[src/rtl/ctrl_seq_pkg.sv]
// Shared types and constants for the control sequencer.
// State encodings, control-word select codes and opcodes.
package ctrl_seq_pkg;

  typedef enum logic [1:0] {
    ST_FETCH  = 2'b00,
    ST_DECODE = 2'b01,
    ST_EXEC   = 2'b10,
    ST_HALT   = 2'b11
  } state_t;

  localparam logic [1:0] CW_IF  = 2'b00;
  localparam logic [1:0] CW_ID  = 2'b01;
  localparam logic [1:0] CW_EX  = 2'b10;
  localparam logic [1:0] CW_NOP = 2'b11;

  localparam logic [5:0] OP_LOAD  = 6'h23;
  localparam logic [5:0] OP_STORE = 6'h2B;
  localparam logic [5:0] OP_MUL   = 6'h1C;
  localparam logic [5:0] OP_HALT  = 6'h3F;

  localparam int CW_WIDTH_DEF = 47;

  function automatic logic is_mem_op(
    input logic [5:0] op
  );
    return (op == OP_LOAD) || (op == OP_STORE);
  endfunction

  function automatic logic [1:0] cw_of(
    input state_t s
  );
    logic [1:0] cw;
    cw = CW_IF;
    unique case (s)
      ST_FETCH:  cw = CW_IF;
      ST_DECODE: cw = CW_ID;
      ST_EXEC:   cw = CW_EX;
      ST_HALT:   cw = CW_NOP;
      default:   cw = CW_IF;
    endcase
    return cw;
  endfunction

endpackage

[src/rtl/control_sequencer_exec_counter.sv]
// 4-bit loadable down-counter timing multiply EXECUTE.
// Ports: i_clk, i_rst_n (sync), i_load, i_en, i_load_val, o_zero.
module exec_counter (
  input  logic       i_clk,
  input  logic       i_rst_n,
  input  logic       i_load,
  input  logic       i_en,
  input  logic [3:0] i_load_val,
  output logic       o_zero
);

  logic [3:0] r_cnt;

  always_ff @(posedge i_clk) begin
    if (!i_rst_n) begin
      r_cnt <= '0;
    end else if (i_load) begin
      r_cnt <= i_load_val;
    end else if (i_en && (r_cnt != 4'd0)) begin
      r_cnt <= r_cnt - 4'd1;
    end
  end

  assign o_zero = (r_cnt == 4'd0);

endmodule

[src/rtl/control_sequencer.sv]
// FETCH/DECODE/EXECUTE/HALT sequencer driving a control-word mux select.
// In: clock, reset(n), mem_ready, stall, mem_rdata. Out: cw_sel, ir,
// ir_load, pc_en, mem_req, halted, state.
module control_sequencer
  import ctrl_seq_pkg::*;
#(
  parameter int MUL_CYCLES = 4,
  parameter int CW_WIDTH   = CW_WIDTH_DEF
) (
  input  logic        clock,
  input  logic        reset,
  input  logic        mem_ready,
  input  logic        stall,
  input  logic [31:0] mem_rdata,
  output logic [1:0]  cw_sel,
  output logic [31:0] ir,
  output logic        ir_load,
  output logic        pc_en,
  output logic        mem_req,
  output logic        halted,
  output logic [1:0]  state
);

  if (MUL_CYCLES < 1 || MUL_CYCLES > 15) begin : g_bad_mul
    $error("MUL_CYCLES must be 1..15");
  end
  if (CW_WIDTH < 1) begin : g_bad_cw
    $error("CW_WIDTH must be positive");
  end

  localparam logic [3:0] MUL_LD = 4'(MUL_CYCLES - 1);

  state_t      r_state;
  state_t      w_next;
  logic [31:0] r_ir;
  logic [5:0]  w_op;
  logic        w_is_mem;
  logic        w_is_mul;
  logic        w_cnt_ld;
  logic        w_cnt_en;
  logic        w_cnt_zero;

  assign w_op     = r_ir[31:26];
  assign w_is_mem = is_mem_op(w_op);
  assign w_is_mul = (w_op == OP_MUL);

  always_ff @(posedge clock) begin
    if (!reset) begin
      r_state <= ST_FETCH;
      r_ir    <= '0;
    end else begin
      r_state <= w_next;
      if (ir_load) r_ir <= mem_rdata;
    end
  end

  exec_counter u_cnt (
    .i_clk      (clock),
    .i_rst_n    (reset),
    .i_load     (w_cnt_ld),
    .i_en       (w_cnt_en),
    .i_load_val (MUL_LD),
    .o_zero     (w_cnt_zero)
  );

  // Everything is gated by reset so outputs are quiet
  // even before the first edge with reset low.
  always_comb begin
    w_next   = r_state;
    ir_load  = 1'b0;
    pc_en    = 1'b0;
    mem_req  = 1'b0;
    halted   = 1'b0;
    w_cnt_ld = 1'b0;
    w_cnt_en = 1'b0;
    if (reset) begin
      unique case (r_state)
        ST_FETCH: begin
          mem_req = 1'b1;
          if (mem_ready && !stall) begin
            ir_load = 1'b1;
            pc_en   = 1'b1;
            w_next  = ST_DECODE;
          end
        end
        ST_DECODE: begin
          if (!stall) begin
            w_cnt_ld = w_is_mul;
            w_next   = (w_op == OP_HALT) ? ST_HALT
                                         : ST_EXEC;
          end
        end
        ST_EXEC: begin
          mem_req = w_is_mem;
          if (!stall) begin
            unique case (1'b1)
              w_is_mem: begin
                if (mem_ready) w_next = ST_FETCH;
              end
              w_is_mul: begin
                if (w_cnt_zero) w_next = ST_FETCH;
                else            w_cnt_en = 1'b1;
              end
              default: w_next = ST_FETCH;
            endcase
          end
        end
        ST_HALT: halted = 1'b1;
        default: w_next = ST_FETCH;
      endcase
    end
  end

  assign state  = reset ? r_state : ST_FETCH;
  assign cw_sel = reset ? cw_of(r_state) : CW_IF;
  assign ir     = r_ir;

endmodule

[config.mk]
export PLATFORM = sky130hd
export DESIGN_NAME = control_sequencer
export DESIGN_NICKNAME = d
export VERILOG_FILES = /design/src/rtl/ctrl_seq_pkg.sv /design/src/rtl/control_sequencer_exec_counter.sv /design/src/rtl/control_sequencer.sv
export SDC_FILE = /design/constraint.sdc
export NUM_CORES = 1
export LEC_CHECK = 0
export CAP_MARGIN = 10
export CORE_AREA = 5 5 78 80
export DETAILED_ROUTE_END_ITERATION = 8
export DIE_AREA = 0 0 83 85
export PLACE_DENSITY = 0.7
export SYNTH_ARGS = -nofsm -noshare
export SYNTH_HDL_FRONTEND = slang
export SYNTH_HIERARCHICAL = 1
export SYNTH_SLANG_ARGS = --single-unit
[constraint.sdc]
create_clock -name clock -period 3.2 [get_ports clock]
set_clock_uncertainty 0.1 [all_clocks]
set_input_delay 0.48 -clock clock [delete_from_list [all_inputs] [get_ports clock]]
set_output_delay 0.48 -clock clock [all_outputs]
set_load 0.005 [all_outputs]
# Word-level counts from Yosys, hierarchy flattened
# Index checks and enable logic that the tools add are counted.
# W data, S select, Z words.
# op_classes
addsub,1
n_eq_ne,12
muxes,28
bitwise_logic,1
n_reduce_logical,11
# ops
cell,count
$eq A6 B6 Y1 const B,3
$mux W2,9
$mux W1,15
$pmux W2 S4,1
$eq A6 B5 Y1 const B,1
$ne A2 B2 Y1 const B,3
$pmux W2 S3,1
$reduce_and A6 Y1,1
$eq A2 B2 Y1 const B,2
$logic_not A4 Y1,1
$pmux W2 S2,1
$reduce_bool A4 Y1,1
$sub A4 B1 Y4 const B,1
$ne A3 B2 Y1 const B,1
$ne A3 B3 Y1 const B,1
$reduce_bool A3 Y1,1
$eq A2 B1 Y1 const B,1
$logic_and A1 B1 Y1,2
$logic_not A2 Y1,1
$pmux W1 S2,1
$reduce_bool A2 Y1,1
$reduce_or A2 Y1,1
$logic_not A1 Y1,1
$logic_or A1 B1 Y1,1
$not A1 Y1,1
# totals
ff_bits,38
input_bits,36
out_inout_bits,40

# Logic depth before layout (Yosys ltp)
# Gate-level depths: netlist of run 1.
# depth
ltp_word,9
mapped_depth,9

# Modules after synthesis
# The synthesis of run 1 kept the hierarchy.
# by_module_without_submodules
mod,n_inst,cells_each,area_each_um2,seq_area_each_um2
control_sequencer,1,183,1521.5,680.7
exec_counter,1,31,256.5,80.1

# Worst setup path after synthesis of run 1
# No wires, ideal clock.
# synth_timing
path_type,register -> register
start,reg u_cnt.r_cnt[0]
end,reg u_cnt.r_cnt[3]
setup_time_ps,124
arrival_time_ps,2064
t_required_ps,2976
setup_slack_ps,912
stages_incl_launch_ff,10
cell_sequence,dfxtp_1 inv_1 ha_1 or3b_4 clkinv_2 nand2b_1 nor3_1 nor4b_2 mux2i_1 a21oi_1
# synth_via
elab_chain_len,7
word_cells_on_any_way,9
cone_classes,add/sub (1); mux (5); reduce/logical (3)
# synth_lines
item,line,rtl
"start, declared",control_sequencer_exec_counter.sv:12,logic [3:0] r_cnt;
"start signal, assigned",control_sequencer_exec_counter.sv:18,r_cnt <= i_load_val;
"start signal, assigned",control_sequencer_exec_counter.sv:20,r_cnt <= r_cnt - 4'd1;
$logic_not A4 Y1,control_sequencer_exec_counter.sv:24,assign o_zero = (r_cnt == 4'd0);
net w_cnt_zero,control_sequencer.sv:41,logic w_cnt_zero;
$mux W1,control_sequencer.sv:101,if (w_cnt_zero) w_next = ST_FETCH;
$mux W1,control_sequencer.sv:96,unique case (1'b1)
$mux W1,control_sequencer.sv:95,if (!stall) begin
$mux W1,control_sequencer.sv:77,unique case (r_state)
$mux W1,control_sequencer.sv:76,if (reset) begin
net w_cnt_en,control_sequencer.sv:40,logic w_cnt_en;
$logic_and A1 B1 Y1,control_sequencer_exec_counter.sv:19,end else if (i_en && (r_cnt != 4'd0)) begin
# The timed path passes the listed nets, and every way through them passes these cells.
# A chain may end at the register's enable or synchronous reset.

# Worst setup path after layout of run 1
# layout_timing
start,reg r_state[0]
end,out mem_req
# layout_via
elab_chain_len,3
word_cells_on_any_way,4
cone_classes,eq/ne (1); mux (2); reduce/logical (1)
# layout_lines
item,line,rtl
"start, declared",control_sequencer.sv:33,state_t r_state;
"start signal, assigned",control_sequencer.sv:52,r_state <= w_next;
$eq A2 B2 Y1 / $logic_not A2 Y1 (equally long branches),control_sequencer.sv:77,
$pmux W1 S2 *,control_sequencer.sv:77,
$mux W1 *,control_sequencer.sv:76,
"end, declared",control_sequencer.sv:19,"output logic mem_req,"
# Mark *: on every way between the ends. The rest lies on a longest branch, timed or not.

==> flow_summary.yaml, run 1 <==
run_status:
  outcome: "finished clean"
setup_path:
  crit_arrival_ps: 2140
  cp_max_fo: 5
  timing.rr.start: "u_cnt/r_cnt[0]"
  r2r_cells: 10
  end_kind: "output port"
  worstSetupPathType: "reg -> out"
  cp.required_ps: 2620
  worst-r2r-setup-slack_ps: 890
  cp-start-kind: "flip-flop"
  r2r-end: "u_cnt/r_cnt[3]"
synthesis:
  ys_warn_count: 6
  synth_seq_area_share_pct: 42.8
  syn_inst: 214
  synth_area_sq_um: 1780
  syn_avg_cell_area_sq_um: 8.31
  synth_edf_count: 0
  synth_largest_area_cell: "dfxtp_1"
  synthTopCellsByCount: "70 x nand2_1, 38 x dfxtp_1, 26 x a21boi_0"
  synth_cell_types: 35
  synth_most_common_cell: "nand2_1"
  synth_top_area_share_pct: 42.8
  synth.area.top_cells: "dfxtp_1 43%, nand2_1 15%, a21boi_0 11%"
  ys_ff_latch: 38
  synthArstFlopShare_pct: 0
  synthFlopType: "dfxtp_1"
grt:
  grt_max_degree: 34
  grt.total_usage_pct: 13.0
  grt_overflow: 0
  antenna_found_initial: 0
  grt_pass1_wl_microns: 7650
  grt_pass1_vias: 1689
hold_path:
  hold_class: "reg -> reg"
  holdPathEnd: "ir[8]"
  hold_depth: 2
  hold_start: "ir[8]"
clocking:
  clk-insertion-delay-late_ps: 280
  clock-sinks: 38
  cts_buffer_depth: 2
  post_cts_resize_count: 0
  clkTransAtPathRegs_ps: 70
  cts_tree: "built"
  cts_hold_buf: 0
  h-tree-depth: 2
  cts_setup_buffers: 0
  root_buffer: "clkbuf_8"
  cts_buffers: 5
detailed_routing:
  firstDrtPassIters: 4
  vias: 1652
  wl_microns: 4510
  avgRoutedWirePerCell_microns: 12.5
  via_per_inst: 4.56
  drt_iter0_markers: 61
  drc_errors: 0
  ant_nets: 0
run:
  maxCapViolations: 0
cells_and_area:
  fin_util_pct: 50.9
  layout-drive-gt1-share_pct: 6.90
  fin_area_sq_um: 2720
  n_antenna_cell: 0
  nNetsFinal: 333
  areaGrowthSynthToFinish_pct: 52.7
timing:
  max_freq_ghz: 0.367
  fin_crit_sh_pct: 85.1
  min_period_ps: 2720
  hold_viol: 0
  max-slew-margin-rel_pct: 61.6
  slew_violations: 0
  setup_tns_ps: 0
  worstMarginPinSlew_ps: 575
  rsz0062_at_grt: "no"
  setup_violations: 0
pwr:
  switching_share_pct: 23.6
  power.density_nw_per_um2: 423
  peakVddDrop_mv: 0.230
  power.share.sequential_pct: 45.2
  cellInternalPower_mw: 0.878
  combPwrFrac_pct: 18.9
  p_sw_mw: 0.271
  p_leak_nw: 0.992
  pwr-share-clk_pct: 35.8
  finalPower_mw: 1.15
floorplan:
  die_y_microns: 85
  die-area_sq_um: 7060
  initial_utilization_pct: 33.3
  core_sq_um: 5340
  ios: 76
  dieWidth_microns: 83
  rows: 27
placed_design:
  dp.final_hpwl_microns: 3290
  gp_congestion: 0.817
  io_buffers: 75
  placed_area_sq_um: 2600
## cells by family after synthesis
family                   synth area share [%]
multiplexers                             1.69
adder cells (fa/ha/maj)                  4.93
other                                   0.422
flip-flops                               42.8
AND/OR/NAND/NOR                          24.9
buffers and inverters                    5.84
AO/OA/AOI/OAI                            19.4
## how the worst max path moves through the flow
stage                                 to  slack (ps)  cells past startpoint      startpoint
after global placement         cw_sel[0]         580                      4           reset
after global routing             mem_req         330                      6      r_state[0]
after detailed placement       cw_sel[0]         590                      4           reset
after floorplan           u_cnt/r_cnt[3]         910                      9  u_cnt/r_cnt[0]
after CTS                        mem_req         450                      6      r_state[0]
final                            mem_req         480                      6      r_state[0]
## layer usage
layer  routed length, microns  part of all wire [%]  vias up  global-route usage (%)
li1                         -                     -      850                       -
met1                     2040                    45      757                    14.8
met2                     2110                    47       41                    22.5
met3                      305                   6.8        4                    4.95
met4                       53                   1.2        0                    4.01
met5                        0                     0        -                       0
## cell usage in the layout, fill, tap and decap left out
master	instances
a21boi_0	26
a21oi_1	1
or4_4	1
o2111ai_1	1
nor3_1	1
nor4b_2	1
a311oi_1	1
mux2i_1	3
o221ai_4	1
or3b_4	1
conb_1	4
nand3_1	4
clkdlybuf4s50_1	75
a311oi_2	1
clkinv_2	1
ha_1	7
buf_4	5
nor3b_1	3
nand4_1	3
nand3b_1	1
o21ai_2	1
a31o_2	1
o22ai_1	1
dfxtp_1	38
nand2b_1	2
nor2_1	5
a21boi_1	7
or4_1	1
clkbuf_8	6
and2_1	2
nand4b_1	1
o21ai_0	2
nand2_1	70
inv_1	10
bufinv_16	1
and3b_1	1
## registers in the layout, indices dropped and copies added, names as in the netlist
signal       flops
ir              32
r_state          2
u_cnt/r_cnt      4
## power by group through the flow
stage,sequential [mW],clock (mW),combinational [mW]
after floorplan,0.530,0,0.0916
after global placement,0.530,0,0.219
after detailed placement,0.531,0,0.220
after CTS,0.520,0.429,0.222
after global routing,0.524,0.439,0.242
final,0.520,0.412,0.218
## worst max-delay path, cell delays in order, from the launching register on
cell	delay [ps]
dfxtp_1	350
inv_1	120
ha_1	240
nor3b_1	200
nand4_1	200
a21boi_0	220
clkdlybuf4s50_1	520
## area by class of cell
type | count | area (sq um)
fill | 536 | 2620
sequential | 38 | 761
clock inverter | 1 | 30.0
timing repair buffer | 80 | 788
clock buffer | 6 | 82.6
inverter | 11 | 42.5
multi-input combinational | 154 | 921
tap | 72 | 90.1
## metrics by stage
stage | hold WS (ps) | cells | setup slack [ps]
6_report | 354 | 362 | 476
5_1_grt | 382 | 362 | 326
4_1_cts | 358 | 362 | 452
3_5_place_dp | 347 | 355 | 585
3_3_place_gp | 340 | 355 | 578
2_1_floorplan | 351 | 216 | 912
No activity file was read; power rests on OpenSTA's default activity.
==> inputs of run 2 (changes only) <==
Settings changed: CELL_PAD_IN_SITES_DETAIL_PLACEMENT from default to 0, CELL_PAD_IN_SITES_GLOBAL_PLACEMENT from default to 1, CORE_AREA 5 5 78 80 to 5 5 82 84, DIE_AREA 0 0 83 85 to 0 0 87 89, PLACE_DENSITY 0.7 to default, PLACE_DENSITY_LB_ADDON from default to 0.1, SYNTH_HIERARCHICAL 1 to default.
==> flow_summary.yaml, run 2 <==
placed_design:
  placedCellCount: 350
  io_buffers: 75
  post-place-ws_ps: 489
  placed_area_sq_um: 2450
  dp.final_hpwl_microns: 3350
  gp_congestion: 0.693
setup_path:
  end_kind: "output port"
  slowest_stage: "or4_1"
  cp_slowest_stage_delay_ps: 540
  cp-start-kind: "flip-flop"
  path_common_cell: "inv_1"
  cp.required_ps: 2620
  worstSetupPathType: "reg -> out"
  crit_arrival_ps: 2430
  crit_chain: "inv_1 > ha_1 > inv_1 > or4_1 > a21oi_1 > clkdlybuf4s50_1"
  cp_max_fo: 8
floorplan:
  ios: 76
  core_sq_um: 5850
  die-area_sq_um: 7740
  die_y_microns: 89
  dieWidth_microns: 87
  initial_utilization_pct: 27.6
  rows: 28
detailed_routing:
  via_per_inst: 4.48
  wl_microns: 4620
  avgRoutedWirePerCell_microns: 12.9
  drt_iter0_markers: 45
  drc_errors: 0
  vias: 1605
  ant_nets: 0
  firstDrtPassIters: 4
grt:
  grt_max_degree: 33
  grt_overflow: 0
  antenna_found_initial: 0
  grt_pass1_vias: 1501
  use_met3_pct: 5.35
  met1_usage_pct: 14.5
  grt_pass1_wl_microns: 7110
  grt.total_usage_pct: 11.7
  globalRouteMet2Util_pct: 18.3
  grt-busiest-layer: "met2"
clocking:
  cts_hold_buf: 0
  clock-sinks: 38
  post_cts_resize_count: 0
  clkTransAtPathRegs_ps: 70
  cts_buffer_depth: 2
  cts_setup_buffers: 0
  cts_tree: "built"
  cts_buffers: 5
  h-tree-depth: 2
  root_buffer: "clkbuf_8"
  clk-insertion-delay-late_ps: 280
timing:
  hold_ws_ps: 353
  rsz0062_at_grt: "no"
  min_period_ps: 3010
  setup_ws_ps: 194
  slew_violations: 0
  setup_tns_ps: 0
  hold_viol: 0
  worstMarginPinSlew_ps: 456
  max_freq_ghz: 0.333
  fin_crit_sh_pct: 93.9
  max-slew-margin-rel_pct: 69.3
  setup_violations: 0
synthesis:
  ys_warn_count: 0
  syn_avg_cell_area_sq_um: 7.79
  synthFlopType: "dfxtp_1"
  synth_largest_area_cell: "dfxtp_1"
  synth_most_common_cell: "nand2_1"
  ys_ff_latch: 38
  synthArstFlopShare_pct: 0
  syn_inst: 207
  synthTopCellsByCount: "70 x nand2_1, 38 x dfxtp_1, 35 x a21oi_1"
  synth_cell_types: 26
  synth.area.top_cells: "dfxtp_1 47%, nand2_1 16%, a21oi_1 11%"
  synth_edf_count: 0
  synth_seq_area_share_pct: 47.2
  synth_fp_nets: 249
  synth_top_area_share_pct: 47.2
  synth_area_sq_um: 1610
hold_path:
  hold_class: "reg -> reg"
cells_and_area:
  nNetsFinal: 324
  layout-drive-gt1-share_pct: 8.13
  fin_area_sq_um: 2560
  fin_util_pct: 43.7
  areaGrowthSynthToFinish_pct: 58.6
  final_common_cell: "clkdlybuf4s50_1"
  largest_register_ffs: 32
  final_cells: 358
  final_cell_mix: "75 x clkdlybuf4s50_1, 70 x nand2_1, 38 x dfxtp_1"
  n_antenna_cell: 0
pwr:
  finalPower_mw: 1.12
  peakVddDrop_mv: 0.275
  p_leak_nw: 0.930
  power.density_nw_per_um2: 439
run:
  maxCapViolations: 0
run_status:
  outcome: "finished clean"
[run 2: cell count changes in the layout (fill, tap and decap cells not counted), moves of 4 or more]
| cell | change |
|---|---|
| a21boi_0 | -26 |
| conb_1 | -4 |
| a21oi_1 | +34 |
| a31oi_1 | +4 |
| a21boi_1 | -7 |
[run 2: report_power, final]
part	internal, mW	leakage, nW	switching (mW)
Combinational	0.129	0.563	0.0952
Clock	0.218	0.0575	0.163
Sequential	0.500	0.310	0.0174
[run 2: layout make-up]
type                    instances  area [sq um]
fillers                       616          3290
repair buffers                 81           796
multi-input cells             147           764
flip-flops and latches         38           761
clock buffers                   8           110
well taps                      75          93.8
inverters                       9          33.8
[run 2: worst paths after layout]
| check | slack (ps) | to | cells after the start | startpoint |
|---|---|---|---|---|
| worst max-delay path | 190 | mem_req | 6 | r_state[0] |
| worst min-delay path | 350 | ir[14] | 2 | ir[14] |
| worst max register to register | 1000 | r_state[0] | 6 | r_state[0] |
| worst min register to register | 350 | ir[14] | 2 | ir[14] |
[run 2: worst max-delay path: cells and delay by family (launching register included)]
family / cells / cell delay [ps]
compound gates: 1 / 210
fa+ha+maj: 1 / 300
buf+inv: 3 / 730
flops: 1 / 360
simple gates: 1 / 540
[run 2: cells by family (layout without fill, tap and decap cells)]
logic type / Yosys count / in the layout / synth area share [%]
AO/OA/AOI/OAI: 49 / 49 / 17.2
adder cells (fa/ha/maj): 6 / 6 / 4.65
buffers and inverters: 22 / 98 / 5.59
flip-flops: 38 / 38 / 47.2
multiplexers: 2 / 2 / 1.24
AND/OR/NAND/NOR: 90 / 90 / 24.1
[run 2: routing by layer]
layer | vias up | wire length [microns]
met5 | - | 0
met4 | 0 | 40
met3 | 4 | 458
met2 | 52 | 2080
met1 | 714 | 2040
li1 | 835 | -
==> inputs of run 3 (changes only) <==
Settings changed: GPL_ROUTABILITY_DRIVEN from default to 0.
==> results of run 3 <==
No change in the layout: final DEF, timing and power equal those of run 2.
